## src/rtl/quad_decoder_param_if.sv

```systemverilog
// -----------------------------------------------------------------------------
// quad_decoder_param_if
// Bundles the encoder pins, the control inputs and the decoded outputs of
// quad_decoder_param. COUNT_W must match the decoder instance it connects to.
//   A, B, Z     : raw encoder channels and index, asynchronous to clk
//   mode        : 00 = x1, 01 = x2, 10/11 = x4
//   clear       : synchronous zeroing of count, err and index_seen
//   count       : signed position (COUNT_W bits)
//   dir         : direction of last counted step (1 = up)
//   step        : one-cycle pulse on each count change
//   err         : sticky illegal-transition flag
//   index_seen  : sticky, set on a filtered Z rising edge
// master drives pins/controls and reads results; slave is the decoder.
// -----------------------------------------------------------------------------
interface quad_decoder_param_if #(
    parameter int COUNT_W = 16
);
    logic                      A;
    logic                      B;
    logic                      Z;
    logic [1:0]                mode;
    logic                      clear;
    logic signed [COUNT_W-1:0] count;
    logic                      dir;
    logic                      step;
    logic                      err;
    logic                      index_seen;

    modport master (
        output A, B, Z, mode, clear,
        input  count, dir, step, err, index_seen
    );

    modport slave (
        input  A, B, Z, mode, clear,
        output count, dir, step, err, index_seen
    );
endinterface

```

## src/rtl/quad_decoder_param.sv

```systemverilog
// -----------------------------------------------------------------------------
// quad_decoder_param
// Parametrised quadrature decoder: synchronises and glitch-filters A/B/Z,
// decodes Gray-code transitions at x1/x2/x4 resolution into a signed position,
// and reports direction, step strobe, illegal transitions and index homing.
//   clk   : single rising-edge clock
//   reset : asynchronous active-high reset
//   bus   : quad_decoder_param_if.slave (pins, mode, clear, decoded outputs)
// Raw A/B/Z edge to output update latency is SYNC_STAGES + FILT_LEN + 1 clocks.
// -----------------------------------------------------------------------------
module quad_decoder_param #(
    parameter int COUNT_W     = 16,
    parameter int SYNC_STAGES = 2,
    parameter int FILT_LEN    = 3,
    parameter int SATURATE    = 0,
    parameter int INDEX_CLR   = 1
) (
    input  logic                clk,
    input  logic                reset,
    quad_decoder_param_if.slave bus
);
    // Lane numbering inside the 3-bit per-input vectors.
    localparam int LA   = 2;
    localparam int LB   = 1;
    localparam int LZ   = 0;
    localparam int FW   = (FILT_LEN > 1) ? $clog2(FILT_LEN) : 1;
    // Clocks after reset release until the filter outputs reflect the pins.
    localparam int WARM = SYNC_STAGES + FILT_LEN;
    localparam int WW   = $clog2(WARM + 1);
    localparam logic signed [COUNT_W-1:0] CNT_MAX = {1'b0, {(COUNT_W-1){1'b1}}};
    localparam logic signed [COUNT_W-1:0] CNT_MIN = {1'b1, {(COUNT_W-1){1'b0}}};

    // Next Gray state in the up direction: 00 -> 01 -> 11 -> 10 -> 00.
    function automatic logic [1:0] fwd_next(input logic [1:0] s);
        case (s)
            2'b00:   fwd_next = 2'b01;
            2'b01:   fwd_next = 2'b11;
            2'b11:   fwd_next = 2'b10;
            2'b10:   fwd_next = 2'b00;
            default: fwd_next = 2'b00;
        endcase
    endfunction

    logic [2:0]             raw_s;
    logic [2:0]             synced_s;
    logic [SYNC_STAGES-1:0] sync_q [3];
    logic [2:0]             filt_q, filt_d;
    logic [FW-1:0]          fcnt_q [3];
    logic [FW-1:0]          fcnt_d [3];

    logic [1:0]                cur_s;
    logic                      is_fwd_s, is_rev_s, illegal_s, b_edge_s;
    logic                      up_s, dn_s, z_rise_s;
    logic [WW-1:0]             warm_q, warm_d;
    logic [1:0]                prev_q, prev_d;
    logic                      primed_q, primed_d;
    logic                      zprev_q, zprev_d;
    logic signed [COUNT_W-1:0] count_q, count_d;
    logic                      dir_q, dir_d;
    logic                      step_q, step_d;
    logic                      err_q, err_d;
    logic                      idx_q, idx_d;

    assign raw_s = {bus.A, bus.B, bus.Z};

    // Last synchroniser stage of each lane.
    always_comb begin
        for (int i = 0; i < 3; i++) begin
            synced_s[i] = sync_q[i][SYNC_STAGES-1];
        end
    end

    // Synchroniser shift registers, one chain per input.
    always_ff @(posedge clk or posedge reset) begin
        if (reset) begin
            for (int i = 0; i < 3; i++) sync_q[i] <= '0;
        end else begin
            for (int i = 0; i < 3; i++) sync_q[i] <= {sync_q[i][SYNC_STAGES-2:0], raw_s[i]};
        end
    end

    // Filter: the output flips on the FILT_LEN-th consecutive differing sample.
    always_comb begin
        filt_d = filt_q;
        for (int i = 0; i < 3; i++) begin
            fcnt_d[i] = fcnt_q[i];
            if (synced_s[i] == filt_q[i]) begin
                fcnt_d[i] = '0;
            end else if (fcnt_q[i] == FW'(FILT_LEN - 1)) begin
                filt_d[i] = synced_s[i];
                fcnt_d[i] = '0;
            end else begin
                fcnt_d[i] = fcnt_q[i] + FW'(1);
            end
        end
    end

    // Filter state registers.
    always_ff @(posedge clk or posedge reset) begin
        if (reset) begin
            filt_q <= 3'b000;
            for (int i = 0; i < 3; i++) fcnt_q[i] <= '0;
        end else begin
            filt_q <= filt_d;
            for (int i = 0; i < 3; i++) fcnt_q[i] <= fcnt_d[i];
        end
    end

    // Transition classification and counted-edge selection per mode.
    always_comb begin
        cur_s     = {filt_q[LA], filt_q[LB]};
        is_fwd_s  = (cur_s == fwd_next(prev_q));
        is_rev_s  = (prev_q == fwd_next(cur_s));
        illegal_s = primed_q && ((cur_s ^ prev_q) == 2'b11);
        b_edge_s  = (cur_s[0] != prev_q[0]);
        z_rise_s  = primed_q && filt_q[LZ] && !zprev_q;
        case (bus.mode)
            2'b00: begin
                up_s = (prev_q == 2'b00) && (cur_s == 2'b01);
                dn_s = (prev_q == 2'b01) && (cur_s == 2'b00);
            end
            2'b01: begin
                up_s = is_fwd_s && b_edge_s;
                dn_s = is_rev_s && b_edge_s;
            end
            default: begin
                up_s = is_fwd_s;
                dn_s = is_rev_s;
            end
        endcase
        up_s = up_s && primed_q;
        dn_s = dn_s && primed_q;
    end

    // Next state for priming, position, flags and strobe.
    always_comb begin
        warm_d   = warm_q;
        prev_d   = prev_q;
        primed_d = primed_q;
        zprev_d  = filt_q[LZ];
        count_d  = count_q;
        dir_d    = dir_q;
        step_d   = 1'b0;
        err_d    = err_q;
        idx_d    = idx_q;

        if (warm_q != WW'(WARM)) begin
            warm_d = warm_q + WW'(1);
        end else begin
            warm_d = warm_q;
        end

        // The first settled filter state becomes the reference, not a move.
        if (primed_q) begin
            prev_d = cur_s;
        end else if (warm_q == WW'(WARM)) begin
            prev_d   = cur_s;
            primed_d = 1'b1;
        end else begin
            prev_d = prev_q;
        end

        if (bus.clear) begin
            count_d = '0;
            err_d   = 1'b0;
            idx_d   = 1'b0;
        end else begin
            if (illegal_s) begin
                err_d = 1'b1;
            end else begin
                err_d = err_q;
            end
            if (z_rise_s && (INDEX_CLR != 0)) begin
                // Homing wins over a coincident step, which is dropped.
                idx_d   = 1'b1;
                count_d = '0;
            end else begin
                if (z_rise_s) begin
                    idx_d = 1'b1;
                end else begin
                    idx_d = idx_q;
                end
                if (up_s) begin
                    dir_d = 1'b1;
                    if ((SATURATE != 0) && (count_q == CNT_MAX)) begin
                        count_d = count_q;
                    end else begin
                        count_d = count_q + COUNT_W'(1);
                        step_d  = 1'b1;
                    end
                end else if (dn_s) begin
                    dir_d = 1'b0;
                    if ((SATURATE != 0) && (count_q == CNT_MIN)) begin
                        count_d = count_q;
                    end else begin
                        count_d = count_q - COUNT_W'(1);
                        step_d  = 1'b1;
                    end
                end else begin
                    count_d = count_q;
                end
            end
        end
    end

    // Decoder state and output registers.
    always_ff @(posedge clk or posedge reset) begin
        if (reset) begin
            warm_q   <= '0;
            prev_q   <= 2'b00;
            primed_q <= 1'b0;
            zprev_q  <= 1'b0;
            count_q  <= '0;
            dir_q    <= 1'b0;
            step_q   <= 1'b0;
            err_q    <= 1'b0;
            idx_q    <= 1'b0;
        end else begin
            warm_q   <= warm_d;
            prev_q   <= prev_d;
            primed_q <= primed_d;
            zprev_q  <= zprev_d;
            count_q  <= count_d;
            dir_q    <= dir_d;
            step_q   <= step_d;
            err_q    <= err_d;
            idx_q    <= idx_d;
        end
    end

    assign bus.count      = count_q;
    assign bus.dir        = dir_q;
    assign bus.step       = step_q;
    assign bus.err        = err_q;
    assign bus.index_seen = idx_q;

endmodule

```

## src/flat_wrapper.sv

```systemverilog
// flat-port wrapper written by rule: the top's interface ports become plain ports
module quad_decoder_param_flat 
#(
    parameter int COUNT_W     = 16,
    parameter int SYNC_STAGES = 2,
    parameter int FILT_LEN    = 3,
    parameter int SATURATE    = 0,
    parameter int INDEX_CLR   = 1
)
  (clk, reset, bus_A, bus_B, bus_Z, bus_mode, bus_clear, bus_count, bus_dir, bus_step, bus_err, bus_index_seen);
  quad_decoder_param_if #(.COUNT_W(COUNT_W)) bus_i ();
  input  logic clk;
  input  logic reset;
  input wire logic [$bits(bus_i.A)-1:0] bus_A;
  input wire logic [$bits(bus_i.B)-1:0] bus_B;
  input wire logic [$bits(bus_i.Z)-1:0] bus_Z;
  input wire logic [$bits(bus_i.mode)-1:0] bus_mode;
  input wire logic [$bits(bus_i.clear)-1:0] bus_clear;
  output wire logic [$bits(bus_i.count)-1:0] bus_count;
  output wire logic [$bits(bus_i.dir)-1:0] bus_dir;
  output wire logic [$bits(bus_i.step)-1:0] bus_step;
  output wire logic [$bits(bus_i.err)-1:0] bus_err;
  output wire logic [$bits(bus_i.index_seen)-1:0] bus_index_seen;
  assign bus_i.A = bus_A;
  assign bus_i.B = bus_B;
  assign bus_i.Z = bus_Z;
  assign bus_i.mode = bus_mode;
  assign bus_i.clear = bus_clear;
  assign bus_count = bus_i.count;
  assign bus_dir = bus_i.dir;
  assign bus_step = bus_i.step;
  assign bus_err = bus_i.err;
  assign bus_index_seen = bus_i.index_seen;
  quad_decoder_param #(.COUNT_W(COUNT_W), .SYNC_STAGES(SYNC_STAGES), .FILT_LEN(FILT_LEN), .SATURATE(SATURATE), .INDEX_CLR(INDEX_CLR)) u_core (.clk(clk), .reset(reset), .bus(bus_i));
endmodule
```

## config.mk

```make
export PLATFORM = sky130hd
export DESIGN_NAME = quad_decoder_param_flat
export DESIGN_NICKNAME = d
export VERILOG_FILES = /design/src/rtl/quad_decoder_param_if.sv /design/src/rtl/quad_decoder_param.sv /design/src/flat_wrapper.sv
export SDC_FILE = /design/constraint.sdc
export NUM_CORES = 1
export LEC_CHECK = 0
export CAP_MARGIN = 20
export CORE_ASPECT_RATIO = 1.5
export CORE_MARGIN = 4
export CORE_UTILIZATION = 50
export DETAILED_ROUTE_END_ITERATION = 6
export DONT_BUFFER_PORTS = 1
export GPL_TIMING_DRIVEN = 1
export PLACE_DENSITY_LB_ADDON = 0.08
export SLEW_MARGIN = 20
export SYNTH_ARGS = -nofsm -noshare
export SYNTH_HDL_FRONTEND = slang
export SYNTH_SLANG_ARGS = --single-unit
```

## constraint.sdc

```tcl
create_clock -name clk -period 5.5 [get_ports clk]
set_clock_uncertainty 0.15 [all_clocks]
set_input_delay 1.1 -clock clk [delete_from_list [all_inputs] [get_ports clk]]
set_output_delay 1.1 -clock clk [all_outputs]
set_load 0.05 [all_outputs]
```

==> flow_summary.ini <==
[logic_synthesis]
yosysWarnings = 0
yosysUniqueCellTypes = 50
yosys_register_bits = 42
syn-num-nets = 274
synth_area_leaders = dfrtp_1 (43%), ha_1 (9.2%), a21oi_1 (4.5%), xnor2_1 (4.3%), nand2_1 (3.5%)
ys.flop_type = dfrtp_1
avgSynthCellArea_um2 = 9.88
synth-edff-count = 0
synth_cells = 247
yosys.area.top_type_share = 0.431
syn_area_um2 = 2440
async_flop_share = 1.00
synth_top_cell_by_area = dfrtp_1
ys_seq_area_frac = 0.431

[setup_path]
startpoint_type = input port
r2r_cells = 11
crit_fanout = 17
cp-end-kind = flop
cp_data_arrival_time_ns = 3.95
cp.required_ns = 5.49
crit_type = in2reg

[finish]
final_common_cell = dfrtp_1
layout_common_cells = dfrtp_1 (42), nand2_1 (23), a21oi_1 (22)
drive_above_1_share = 0.101
antenna_cells = 0
nets = 274
final_util = 0.567
syn_to_final_growth_pct = 7.18

[timing]
period_minus_slack_ns = 3.96
setup_ws_ns = 1.54
timing.final.hold_violations = 0
holdWs_ns = 0.206
rsz0062_at_grt = false
tightest_slew_ns = 0.780
max_slew_margin = 0.478
finalSetupTns_ns = 0
drv_slew = 0
setup_violations = 0
fmax_mhz = 252
period_share = 0.721

[floorplanning]
die_area_um2 = 6090
coreArea_um2 = 4620
boundaryPins = 28
die_y_um = 93.6
die_w_um = 65.1
num_rows = 30
start_util = 0.529

[hold_path]
whs_path_depth = 0
hp-class = reg2reg

[placed_design]
io_buffers = 0
hpwl_um = 3590
gp_congestion = 0.761
place_ws_ns = 1.23

[clocking]
worstSkewPairLatency_ns = 0.29
cts_tree = yes
clk_pin_slew_ns = 0.08
cts_made_buffers = 5
cts_resized = 0
clock-sinks = 42
post-cts-setup-buffers = 0
ctsRootBufferMaster = clkbuf_8
hold_buffers = 0
htree_levels = 2
cts_max_path_buffers = 2

[flow_run]
cap_violations = 0

[route]
routed_wirelength_um = 4840
vias = 1779
viasPerCell = 5.70
first_iter_violations = 69
first_pass_iters = 4
drcViolationCount = 0
antenna_left = 0
wl_per_cell_um = 15.5

[global_routing]
grt_usage = 0.180
first_global_vias = 1802
grt_pass1_wl_um = 8540
antenna_found_initial = 0
grt_max_degree = 43
grt-ovfl-total = 0

[run_status]
status = completed
[cell type report]
type / count / area (µm²)
Clock inverter: 3 / 68.8
Clock buffer: 5 / 68.8
Fill cell: 442 / 2000
Timing Repair Buffer: 1 / 7.51
Inverter: 9 / 33.8
Tap cell: 64 / 80.1
Sequential cell: 42 / 1050
Multi-Input combinational cell: 188 / 1310
[kinds of logic (layout without fill, tap and decap cells)]
| group | after synthesis | in the layout | share of synthesized area |
|---|---|---|---|
| compound gates | 65 | 65 | 0.184 |
| buf+inv | 17 | 18 | 0.0343 |
| simple gates | 81 | 81 | 0.163 |
| xor+xnor | 18 | 18 | 0.0646 |
| fa+ha+maj | 19 | 19 | 0.100 |
| mux | 5 | 5 | 0.0231 |
| flops | 42 | 42 | 0.431 |
[synth_stat cells, drive strengths merged, types with 2 or more instances]
cell	instances
xnor2	12
nand2b	3
inv	9
a211o	2
buf	6
o22ai	4
o21ai	5
a211oi	5
ha	18
o21a	4
a21o	4
nand3	6
xor2	6
nor2b	4
mux2	5
or3	2
nor2	21
nand4	3
nand2	24
a21oi	23
or2	4
clkbuf	2
nor3b	3
dfrtp	42
o31ai	2
and3	2
o211ai	5
nor3	6
a31oi	2
[metal layers]
| layer | up-vias | GRT usage | wire, µm |
|---|---|---|---|
| met5 | - | 0 | 0 |
| met4 | 0 | 0.0554 | 42 |
| met3 | 4 | 0.0361 | 197 |
| met2 | 34 | 0.307 | 2490 |
| met1 | 859 | 0.227 | 2110 |
| li1 | 882 | - | - |
[registers in the layout, summed over array words and instances, names as in the netlist]
signal,flops
u_core.fcnt_q,6
u_core.bus.step,1
u_core.filt_q,3
u_core.bus.count,16
u_core.sync_q,6
u_core.zprev_q,1
u_core.prev_q,2
u_core.bus.index_seen,1
u_core.warm_q,3
u_core.primed_q,1
u_core.bus.dir,1
u_core.bus.err,1
[per-stage QoR]
stage	cell area, µm²	cells
detailed placement	2480	304
floorplan	2440	247
global route	2620	312
finish	2620	312
global placement	2480	304
CTS	2620	312
[worst max-delay path, stage by stage]
cell,delay (ns)
a21oi_1,0.12
o22ai_1,0.10
nand3_1,0.59
inv_1,0.23
fa_1,0.46
nand3b_1,0.20
a21oi_1,0.26
and4bb_2,0.30
o31ai_1,0.33
xnor2_1,0.17
o22ai_1,0.09
[path summary, 6_finish.rpt]
kind | end | slack [ns] | from
max in group asynchronous | u_core.sync_q[0] | 4.18 | reset
min in group asynchronous | u_core.sync_q[4] | 0.66 | reset
max reg2reg | u_core.bus.count[14] | 1.86 | u_core.prev_q[1]
max | u_core.bus.count[14] | 1.54 | bus_mode[0]
min | u_core.sync_q[5] | 0.21 | u_core.sync_q[4]
min reg2reg | u_core.sync_q[5] | 0.21 | u_core.sync_q[4]
Power is left out: the tool's default activity adds up to more than one toggle a clock period on the data nets, which glitch-free logic cannot reach.
